File: src/rtl/pupil_search_ctrl_pkg.sv
// pupil_search_pkg: shared types and defaults for the pupil search scheduler.
package pupil_search_pkg;

  localparam int COORD_W_DEF = 13;
  localparam int SCORE_W_DEF = 32;

  typedef logic [SCORE_W_DEF-1:0] score_t;

  typedef enum logic [2:0] {
    S_IDLE,
    S_LAUNCH,
    S_WAIT,
    S_EVAL,
    S_NEXT,
    S_DONE
  } state_t;

endpackage

File: src/rtl/pupil_search_ctrl_stepper.sv
// pupil_raster_stepper: latches the search window and walks the candidate
// position in raster order, STEP pixels per move on each axis.
module pupil_raster_stepper
  import pupil_search_pkg::*;
#(
  parameter int COORD_W = COORD_W_DEF,
  parameter int STEP    = 4
) (
  input  logic               i_clk,
  input  logic               i_rst,
  input  logic               i_load,
  input  logic               i_advance,
  input  logic [COORD_W-1:0] i_x0,
  input  logic [COORD_W-1:0] i_y0,
  input  logic [COORD_W-1:0] i_x1,
  input  logic [COORD_W-1:0] i_y1,
  output logic [COORD_W-1:0] o_cur_x,
  output logic [COORD_W-1:0] o_cur_y,
  output logic               o_last
);

  logic [COORD_W-1:0] r_x0;
  logic [COORD_W-1:0] r_x1;
  logic [COORD_W-1:0] r_y1;
  logic [COORD_W-1:0] r_cur_x;
  logic [COORD_W-1:0] r_cur_y;

  // One extra bit so a step past the top coordinate cannot wrap to 0.
  logic [COORD_W:0] w_step;
  logic [COORD_W:0] w_nx;
  logic [COORD_W:0] w_ny;
  logic             w_x_fits;
  logic             w_y_fits;

  assign w_step   = (COORD_W+1)'(STEP);
  assign w_nx     = {1'b0, r_cur_x} + w_step;
  assign w_ny     = {1'b0, r_cur_y} + w_step;
  assign w_x_fits = (w_nx <= {1'b0, r_x1});
  assign w_y_fits = (w_ny <= {1'b0, r_y1});
  assign o_last   = !w_x_fits && !w_y_fits;
  assign o_cur_x  = r_cur_x;
  assign o_cur_y  = r_cur_y;

  // Window latch on load; raster step on advance (row wrap returns X to X0).
  always_ff @(posedge i_clk or posedge i_rst) begin
    if (i_rst) begin
      r_x0    <= '0;
      r_x1    <= '0;
      r_y1    <= '0;
      r_cur_x <= '0;
      r_cur_y <= '0;
    end else if (i_load) begin
      r_x0    <= i_x0;
      r_x1    <= i_x1;
      r_y1    <= i_y1;
      r_cur_x <= i_x0;
      r_cur_y <= i_y0;
    end else if (i_advance) begin
      if (w_x_fits) begin
        r_cur_x <= w_nx[COORD_W-1:0];
      end else begin
        r_cur_x <= r_x0;
        if (w_y_fits) begin
          r_cur_y <= w_ny[COORD_W-1:0];
        end
      end
    end
  end

endmodule

File: src/rtl/pupil_search_ctrl.sv
// pupil_search_ctrl: schedules one correlation per candidate position over a
// rectangular window and keeps the best-scoring position.
// Optional watchdog on the correlator wait: define CORR_TIMEOUT_EN.
module pupil_search_ctrl
  import pupil_search_pkg::*;
#(
  parameter int COORD_W     = COORD_W_DEF,
  parameter int SCORE_W     = SCORE_W_DEF,
  parameter int STEP        = 4,
  parameter int TIMEOUT_CYC = 400000
) (
  input  logic               iCLK,
  input  logic               iRST,
  input  logic               iStart,
  input  logic [COORD_W-1:0] iWinX0,
  input  logic [COORD_W-1:0] iWinY0,
  input  logic [COORD_W-1:0] iWinX1,
  input  logic [COORD_W-1:0] iWinY1,
  output logic               oCorrStart,
  output logic [COORD_W-1:0] oCorrX,
  output logic [COORD_W-1:0] oCorrY,
  input  logic               iCorrDone,
  input  logic [SCORE_W-1:0] iCorrScore,
  output logic               oBusy,
  output logic               oDone,
  output logic               oValid,
  output logic [COORD_W-1:0] oBestX,
  output logic [COORD_W-1:0] oBestY,
  output logic [SCORE_W-1:0] oBestScore,
  output logic               oErr
);

  state_t             r_state;
  logic               r_corr_start;
  logic               r_busy;
  logic               r_done;
  logic               r_valid;
  logic [COORD_W-1:0] r_best_x;
  logic [COORD_W-1:0] r_best_y;
  logic [SCORE_W-1:0] r_best_score;
  logic [SCORE_W-1:0] r_score;

  logic               w_load;
  logic               w_advance;
  logic               w_last;
  logic               w_empty;
  logic [COORD_W-1:0] w_cur_x;
  logic [COORD_W-1:0] w_cur_y;

`ifdef CORR_TIMEOUT_EN
  localparam int WD_W = (TIMEOUT_CYC > 1) ? $clog2(TIMEOUT_CYC) : 1;
  localparam logic [WD_W-1:0] WD_LAST = WD_W'(TIMEOUT_CYC - 1);
  logic [WD_W-1:0] r_wd_cnt;
  logic            r_err;
  assign oErr = r_err;
`else
  // No watchdog: the limit parameter remains only for interface uniformity.
  assign oErr = (TIMEOUT_CYC < 0);
`endif

  assign w_load    = (r_state == S_IDLE) && iStart;
  assign w_advance = (r_state == S_NEXT) && !w_last;
  assign w_empty   = (iWinX1 < iWinX0) || (iWinY1 < iWinY0);

  pupil_raster_stepper #(
    .COORD_W (COORD_W),
    .STEP    (STEP)
  ) u_stepper (
    .i_clk     (iCLK),
    .i_rst     (iRST),
    .i_load    (w_load),
    .i_advance (w_advance),
    .i_x0      (iWinX0),
    .i_y0      (iWinY0),
    .i_x1      (iWinX1),
    .i_y1      (iWinY1),
    .o_cur_x   (w_cur_x),
    .o_cur_y   (w_cur_y),
    .o_last    (w_last)
  );

  assign oCorrStart = r_corr_start;
  assign oCorrX     = w_cur_x;
  assign oCorrY     = w_cur_y;
  assign oBusy      = r_busy;
  assign oDone      = r_done;
  assign oValid     = r_valid;
  assign oBestX     = r_best_x;
  assign oBestY     = r_best_y;
  assign oBestScore = r_best_score;

  // Search FSM with registered launch/busy/done/best outputs.
  always_ff @(posedge iCLK or posedge iRST) begin
    if (iRST) begin
      r_state      <= S_IDLE;
      r_corr_start <= 1'b0;
      r_busy       <= 1'b0;
      r_done       <= 1'b0;
      r_valid      <= 1'b0;
      r_best_x     <= '0;
      r_best_y     <= '0;
      r_best_score <= '0;
      r_score      <= '0;
`ifdef CORR_TIMEOUT_EN
      r_wd_cnt     <= '0;
      r_err        <= 1'b0;
`endif
    end else begin
      case (r_state)
        S_IDLE: begin
          if (iStart) begin
            r_valid      <= 1'b0;
            r_best_x     <= '0;
            r_best_y     <= '0;
            r_best_score <= '0;
`ifdef CORR_TIMEOUT_EN
            r_err        <= 1'b0;
`endif
            if (w_empty) begin
              r_state <= S_DONE;
              r_done  <= 1'b1;
            end else begin
              r_state      <= S_LAUNCH;
              r_corr_start <= 1'b1;
              r_busy       <= 1'b1;
            end
          end
        end
        S_LAUNCH: begin
          r_corr_start <= 1'b0;
          r_state      <= S_WAIT;
`ifdef CORR_TIMEOUT_EN
          r_wd_cnt     <= '0;
`endif
        end
        S_WAIT: begin
          if (iCorrDone) begin
            r_score <= iCorrScore;
            r_state <= S_EVAL;
          end
`ifdef CORR_TIMEOUT_EN
          else if (r_wd_cnt == WD_LAST) begin
            r_state <= S_DONE;
            r_busy  <= 1'b0;
            r_done  <= 1'b1;
            r_err   <= 1'b1;
          end else begin
            r_wd_cnt <= r_wd_cnt + 1'b1;
          end
`endif
        end
        S_EVAL: begin
          if (!r_valid || (r_score > r_best_score)) begin
            r_best_x     <= w_cur_x;
            r_best_y     <= w_cur_y;
            r_best_score <= r_score;
          end
          r_valid <= 1'b1;
          r_state <= S_NEXT;
        end
        S_NEXT: begin
          if (w_last) begin
            r_state <= S_DONE;
            r_busy  <= 1'b0;
            r_done  <= 1'b1;
          end else begin
            r_state      <= S_LAUNCH;
            r_corr_start <= 1'b1;
          end
        end
        S_DONE: begin
          r_done  <= 1'b0;
          r_state <= S_IDLE;
        end
        default: r_state <= S_IDLE;
      endcase
    end
  end

endmodule
File: config.mk
export PLATFORM = sky130hd
export DESIGN_NAME = pupil_search_ctrl
export DESIGN_NICKNAME = d
export VERILOG_FILES = /design/src/rtl/pupil_search_ctrl_pkg.sv /design/src/rtl/pupil_search_ctrl_stepper.sv /design/src/rtl/pupil_search_ctrl.sv
export SDC_FILE = /design/constraint.sdc
export NUM_CORES = 1
export LEC_CHECK = 0
export ABC_AREA = 1
export CELL_PAD_IN_SITES_DETAIL_PLACEMENT = 0
export CELL_PAD_IN_SITES_GLOBAL_PLACEMENT = 2
export CORE_MARGIN = 2
export CORE_UTILIZATION = 29
export CTS_BUF_LIST = sky130_fd_sc_hd__clkbuf_2 sky130_fd_sc_hd__clkbuf_4 sky130_fd_sc_hd__clkbuf_8
export CTS_CLUSTER_SIZE = 24
export DETAILED_ROUTE_END_ITERATION = 12
export GPL_ROUTABILITY_DRIVEN = 0
export HOLD_SLACK_MARGIN = 0.08
export PLACE_DENSITY = 0.91
export SYNTH_ARGS = -nofsm -noshare
export SYNTH_HDL_FRONTEND = slang
export SYNTH_SLANG_ARGS = --single-unit
export TNS_END_PERCENT = 100
File: constraint.sdc
create_clock -name iCLK -period 4.8 [get_ports iCLK]
set_clock_uncertainty 0.15 [all_clocks]
set_input_delay 0.72 -clock iCLK [delete_from_list [all_inputs] [get_ports iCLK]]
set_output_delay 0.72 -clock iCLK [all_outputs]
set_load 0.005 [all_outputs]
==> results.md, run 1 <==
* R2r setup slk at approximately 1.3 ns
* Pin count of the biggest net entering global routing at 163
* DR DRC count at 0
* Sw frac at 0.432
* WHS Endpoint: oBestX[4]
* P_leak at just under 6 nW
* Sw power at 3.14 mW
* YS warnings at 0
* CTS tree: yes
* Hold path startpoint: oBestX[4]
* Reg2Reg Depth at 17
* Critical path buffers and inverters at 1
* Die Span Y at 183 um
* Total negative setup slack at 0 ns
* Least-Margin Pin Slew at 0.986 ns
* H-tree depth at 4
* Post-CTS setup buffers at 0
* Slack of the critical path at 1.30 ns
* Final setup fails at 0
* Initial Utilization at 0.295
* DR WL/cell at 14.9 um
* EDFF count, synth at 0
* Io pins at 177
* Cts bufs inserted at 17
* Critical path class: reg -> reg
* Core area at 0.0316 sq mm
* Worst flop-to-flop path startpoint: u_stepper.o_cur_y[2]
* Final Cell Area at roughly 0.012 sq mm
* Top cell by count, worst path: nand2_1
* Vias in the first global route at 7584
* Remaining Overflow, GRT at 0
* Clk network pwr share at 0.145
* DRT antenna net count at 0
* First-pass GRT wire length at 41000 um
* Root Driver: clkbuf_8
* Post-Syn Area at 0.00931 sq mm
* Ys async rst share at 1.00
* Syn_nets at 1311
* CP required at 5.02 ns
* Die Width at 183 um
* Max-cap viol count at 0
* Ys flop type: dfrtp_1
* DRT Pass-1 Iters at 5
* Critical Path Slowest Stage Cell: dfrtp_1
* DP HPWL at 18600 um
* Via count at 7829
* Row count at 65
* Worst vdd ir at around 0.2 mV
* Crit share post-route at 0.728
* Max-slew violation count at 0
* RSZ-0062 raised after global routing: false
* Initial antenna violation count at 0
* Post-layout nets at 1467
* Yosys reg bits at between 150 and 200
* Hold-fix buffers, CTS at 0
* Seq/Total Area, Yosys at 0.436
* Place WS at 1.30 ns
* Total Wirelength at 25500 um
* Critical-path maximum fanout at 15
* Post-Synthesis Mean Instance Area at 8.17 sq um
* Clk_lat worst skew at approximately 0.47 ns
* Largest stage delay, worst path at around 0.46 ns
* Final hold vios at 0
* GRT Total Usage at 0.156
* Status: completed
* Die area at 0.0335 sq mm
* Worst r2r dst: u_stepper.o_cur_y[12]
* CTS Sinks at 162
* Tot Pwr at 7.28 mW
* Worst path cell trace: ha_1 > nand2_1 > nor3_1 > nand4_1 > xnor2_1 > ha_1 > nand3_1 > nor3_1 > nand2_1 > inv_1 > nand2_1 > nand2_1 > nand2_2 > o21bai_4 > nand2_4 > nand3_1 > nand2_1
* Number of DRC markers in iteration 0 at 482
* Critical Path Start Type: register
* Post-synth cell types at 36
* CP endpoint kind: register
* PD cells at 616 mW/mm^2
* Synth top area cells: dfrtp_1 44%, nand2_1 15%, ha_1 11%, nand3_1 6.8%, inv_1 5.3%
* Crit path DAT at 3.71 ns
* Slew headroom at 0.342
* Crit path time final at around 3.5 ns
* Internal power at 4.14 mW
* ANT cells at 0
* Peak Freq at approximately 290 MHz
* Hold path depth at 2
* Top cell type's share of synthesized area at 0.436
* Post-cts sizing count at 0
* Share of power burned in registers at 0.345
* Fraction of layout cells with a size suffix above 1 at 0.0772
* Min Hold Slack at 0.325 ns
* Cell family with most CP delay: simple AND/OR/NAND/NOR gates
* Area Growth Syn to Fin at 27.0%
* Leading area contributor after synthesis: dfrtp_1
* Combinational Power Share at 0.510
* Clock transition at the registers of the reported paths at 0.10 ns
* IO buf count at 175
* Worst min path class: reg -> reg
* Via/cell ratio at 4.58
* Cells after Synth at 1139
* CTS max path bufs at 2
* Dpl cell area at 0.0114 sq mm
how the worst max path moves through the flow:
stage,startpoint,to,slack (ns),cells after the start
floorplan,iRST,oBestScore[0],1.87,1
global placement,u_stepper.o_cur_y[3],u_stepper.o_cur_y[12],1.28,17
detailed placement,u_stepper.o_cur_y[2],u_stepper.o_cur_y[12],1.30,17
CTS,u_stepper.o_cur_y[2],u_stepper.o_cur_y[12],1.25,17
global route,u_stepper.o_cur_y[2],u_stepper.o_cur_y[12],0.92,17
finish,u_stepper.o_cur_y[2],u_stepper.o_cur_y[12],1.30,17
stage by stage:
| stage | utilization | instances |
|---|---|---|
| after floorplan | - | 1139 |
| after global placement | 0.362 | 1678 |
| after detailed placement | 0.362 | 1678 |
| after CTS | 0.374 | 1710 |
| after global routing | 0.374 | 1710 |
| final | 0.374 | 1710 |
layout by cell type (no fill, tap or decap), types with 2 or more instances in the layout:
cell type        Yosys  layout
o22ai_1              2       2
o21a_1               2       2
nor2_1              35      35
o21ai_0             53      53
xnor2_1              8       8
bufinv_16            0       2
clkdlybuf4s50_1      0     175
nand2_2              3       5
nor2_2               4       4
buf_4                4       5
inv_1              132     131
a21oi_1             37      37
mux2_2              31      31
xor2_1               7       7
ha_1                84      84
nand3_1            126     125
dfrtp_1            162     162
clkbuf_8             0      19
clkinvlp_4           0       6
o21bai_1             2       2
nand2_1            365     363
nand4_1             12      12
clkinv_2             0       2
clkinv_4             0       3
nor3_1               5       5
nand3_2             10      11
nand2_4              2       2
inv_2                3       3
cell type report:
| type | count | area, sq um |
|---|---|---|
| clock buffer | 20 | 269 |
| clock inverter | 12 | 134 |
| fill | 3292 | 19700 |
| inverter | 136 | 514 |
| multi-input combinational | 797 | 4530 |
| sequential | 162 | 4050 |
| tap | 402 | 503 |
| timing repair buffer | 181 | 1810 |
cell usage after synthesis (5+ instances only):
cell type and count:
nand4_1 12, mux2_2 31, xnor2_1 8, nor2_1 35, nand2_1 365, o21ai_0 53
clkbuf_1 19, xor2_1 7, nand3_1 126, a21oi_1 37, dfrtp_1 162, inv_1 132
nor3_1 5, buf_2 14, nand3_2 10, ha_1 84
routing by layer:
layer	track usage	vias to the layer above	wire length [um]
li1	-	3983	-
met1	0.213	3683	12300
met2	0.251	148	11900
met3	0.0310	15	959
met4	0.0422	0	349
met5	0	-	0
cell families after synthesis:
family / share of synthesized area
flip-flops: 0.436
buffers and inverters: 0.0785
AO/OA/AOI/OAI: 0.0588
XOR/XNOR: 0.0141
AND/OR/NAND/NOR: 0.262
adder cells (fa/ha/maj): 0.113
multiplexers: 0.0375
other: 0.000403
power by group through the flow:
stage	logic, mW	clock network (mW)	registers, mW
6_report	3.72	1.05	2.51
5_1_grt	4.28	1.15	2.60
4_1_cts	3.79	1.10	2.52
3_5_place_dp	3.77	0	2.54
3_3_place_gp	3.73	0	2.53
2_1_floorplan	2.44	0	2.41
tightest hold or removal path: cells and delay by family (launching register included):
family,cells,cell delay [ns]
flops,1,0.35
simple gates,2,0.09
Note: power is estimated with default switching activity, not from simulation.
==> inputs of run 2 (changes only) <==
--- a/config.mk
+++ b/config.mk
@@ -9,13 +9,13 @@
 export CELL_PAD_IN_SITES_DETAIL_PLACEMENT = 0
 export CELL_PAD_IN_SITES_GLOBAL_PLACEMENT = 2
 export CORE_MARGIN = 2
-export CORE_UTILIZATION = 29
+export CORE_UTILIZATION = 32
 export CTS_BUF_LIST = sky130_fd_sc_hd__clkbuf_2 sky130_fd_sc_hd__clkbuf_4 sky130_fd_sc_hd__clkbuf_8
 export CTS_CLUSTER_SIZE = 24
 export DETAILED_ROUTE_END_ITERATION = 12
 export GPL_ROUTABILITY_DRIVEN = 0
 export HOLD_SLACK_MARGIN = 0.08
-export PLACE_DENSITY = 0.91
+export PLACE_DENSITY = 0.94
 export SYNTH_ARGS = -nofsm -noshare
 export SYNTH_HDL_FRONTEND = slang
 export SYNTH_SLANG_ARGS = --single-unit
==> constraint.sdc (replaced) <==
create_clock -name iCLK -period 3.3 [get_ports iCLK]
set_clock_uncertainty 0.15 [all_clocks]
set_input_delay 0.495 -clock iCLK [delete_from_list [all_inputs] [get_ports iCLK]]
set_output_delay 0.495 -clock iCLK [all_outputs]
set_load 0.005 [all_outputs]
==> run 2 against run 1 <==
  * Sequential share of layout area decreased by 0.66 points
  * Largest power group unchanged
  * Sequential power increased by 42%
  * First-iteration DRC count decreased by 13%
  * Register-to-register slack got worse by 1.0 ns
  * Clock-buffer cell count decreased by 1
  * Highest routed layer unchanged
  * Combinational power increased by 53%
  * Wire length decreased by 1.7%
  * Core utilization increased by 4.6 points
  * Flip-flop and latch count unchanged
  * Fmax increased by 16%
  * Critical path type unchanged
==> results.md, run 2 (synthesis results as in run 1) <==
* Status: completed
* Multi-input logic area at between 0.004 and 0.005 sq mm
* Place WS at 0.0763 ns
* Row count at 62
* DR DRC count at 0
* Io pins at 177
* Crit share post-route at 0.912
* Root Driver: clkbuf_8
* Die Span Y at between 150 and 200 um
* Cts bufs inserted at 17
* Hold-fix buffers, CTS at 0
* DP HPWL at 19000 um
* Area Growth Syn to Fin at 29.5%
* Min Hold Slack at 0.310 ns
* Die area at 0.0305 sq mm
* Max-slew violation count at 0
* Initial Utilization at 0.324
* GRT Total Usage at 0.168
* First-pass GRT wire length at 40800 um
* Pin count of the biggest net entering global routing at 65
* DR WL/cell at approximately 15 um
* Critical-path maximum fanout at 13
* CTS max path bufs at 2
* Die Width at 175 um
* Via/cell ratio at 4.57
* Post-layout nets at between 1000 and 1500
* P_leak at 6.00 nW
* Most common cell after layout, fill and taps aside: nand2_1
* Remaining Overflow, GRT at 0
* PD cells at 899 mW/mm^2
* Reg area at a little over 0.004 sq mm
* CP endpoint kind: register
* Clock transition at the registers of the reported paths at 0.09 ns
* Critical path class: reg -> reg
* Peak Freq at 332 MHz
* CP required at roughly 3.5 ns
* IO buf count at 175
* Number of DRC markers in iteration 0 at 418
* Max-cap viol count at 0
* Total Wirelength at around 25000 um
* CTS Sinks at 162
* Vias in the first global route at 7692
* Fraction of layout cells with a size suffix above 1 at 0.0955
* Worst vdd ir at 0.306 mV
* Met3 usage at 0.0302
* Most frequent cells in the layout: 363 x nand2_1, 175 x clkdlybuf4s50_1, 160 x dfrtp_1
* H-tree depth at 4
* Slack of the critical path at 0.292 ns
* Tot Pwr at 10.8 mW
* Via count at 7836
* Crit path time final at 3.01 ns
* M2 GR Usage at 0.271
* Initial antenna violation count at 1
* DRT Pass-1 Iters at 5
* GRT busiest layer: met2
* Core area at about 0.029 sq mm
* DRT antenna net count at 0
* Crit path DAT at 3.19 ns
* CTS tree: yes
* Slew headroom at 0.335
* Critical Path Start Type: register
* Least-Margin Pin Slew at 0.996 ns
* Filler instances at 2909
* Clk_lat worst skew at 0.46 ns
* Final setup fails at 0
* Worst min path class: in -> async
* Met1 usage at 0.232
* Final hold vios at 0
==> run 2: cell count changes in the layout (fill, tap and decap cells not counted), sizes merged <==
cell / delta
inv: +3
diode: +1
bufinv: +1
buf: +23
clkinv: -1
clkinvlp: -3
clkbuf: -1
==> run 2: where the power goes <==
group / switching (mW) / total [mW] / internal (mW)
Clock: 0.774 / 1.56 / 0.790
Sequential: 0.674 / 3.56 / 2.89
Combinational: 3.11 / 5.71 / 2.60
Total: 4.56 / 10.8 / 6.28
==> run 2: area by class of cell <==
| cell class | count | area share |
|---|---|---|
| clock buffer | 19 | 0.0217 |
| multi-input combinational | 797 | 0.378 |
| tap | 384 | 0.0399 |
| clock inverter | 12 | 0.0129 |
| antenna | 1 | 0.000208 |
| timing repair buffer | 204 | 0.169 |
| inverter | 136 | 0.0427 |
| sequential | 162 | 0.336 |
==> run 2: worst max-delay path, stage by stage, from the launching register on <==
cell and delay [ns]:
dfrtp_1 0.40, ha_1 0.21, nand2_1 0.08, nor2_1 0.14
nand4_1 0.11, xor2_1 0.17, inv_1 0.09, ha_1 0.28
nand3_1 0.09, nor2_1 0.17, nand2_2 0.11, nor3_2 0.16
inv_2 0.15, nand2_4 0.12, buf_4 0.18, nand2_1 0.07
nand3_1 0.06, nand2_1 0.06, nand2_1 0.06, nand2_1 0.06
==> run 2: routing by layer <==
layer  up-vias  share of wire
met5         -              0
met4         0          0.019
met3        19          0.036
met2       151           0.46
met1      3651           0.48
li1       4015              -
==> run 2: final timing paths <==
check / from / to / slack (ns) / cells after the start
setup / recovery: u_stepper.o_cur_x[2] / u_stepper.o_cur_x[4] / 0.29 / 19
min in group iCLK: oBestX[8] / oBestX[8] / 0.33 / 2
max in group asynchronous: iRST / oBestX[12] / 2.00 / 3
hold / removal: iRST / oBestScore[23] / 0.31 / 2
hold reg to reg: oBestX[8] / oBestX[8] / 0.33 / 2
setup reg to reg: u_stepper.o_cur_x[2] / u_stepper.o_cur_x[4] / 0.29 / 19
==> run 2: timing repair <==
| item | 4_1_cts | 5_1_grt |
|---|---|---|
| buffers inserted | 0 | 2 |
| setup endpoints to repair | 0 | 28 |
| resized for setup | 0 | 6 |
==> run 2: metrics by stage <==
step                setup TNS [ns]  std cells  utilization  cell area, sq um
detailed placement               0       1681        0.404             11600
global route             -0.000868       1715        0.420             12100
finish                           0       1715        0.420             12100
CTS                              0       1712        0.419             12000
global placement                 0       1681        0.404             11600
floorplan                        0       1139            -              9310
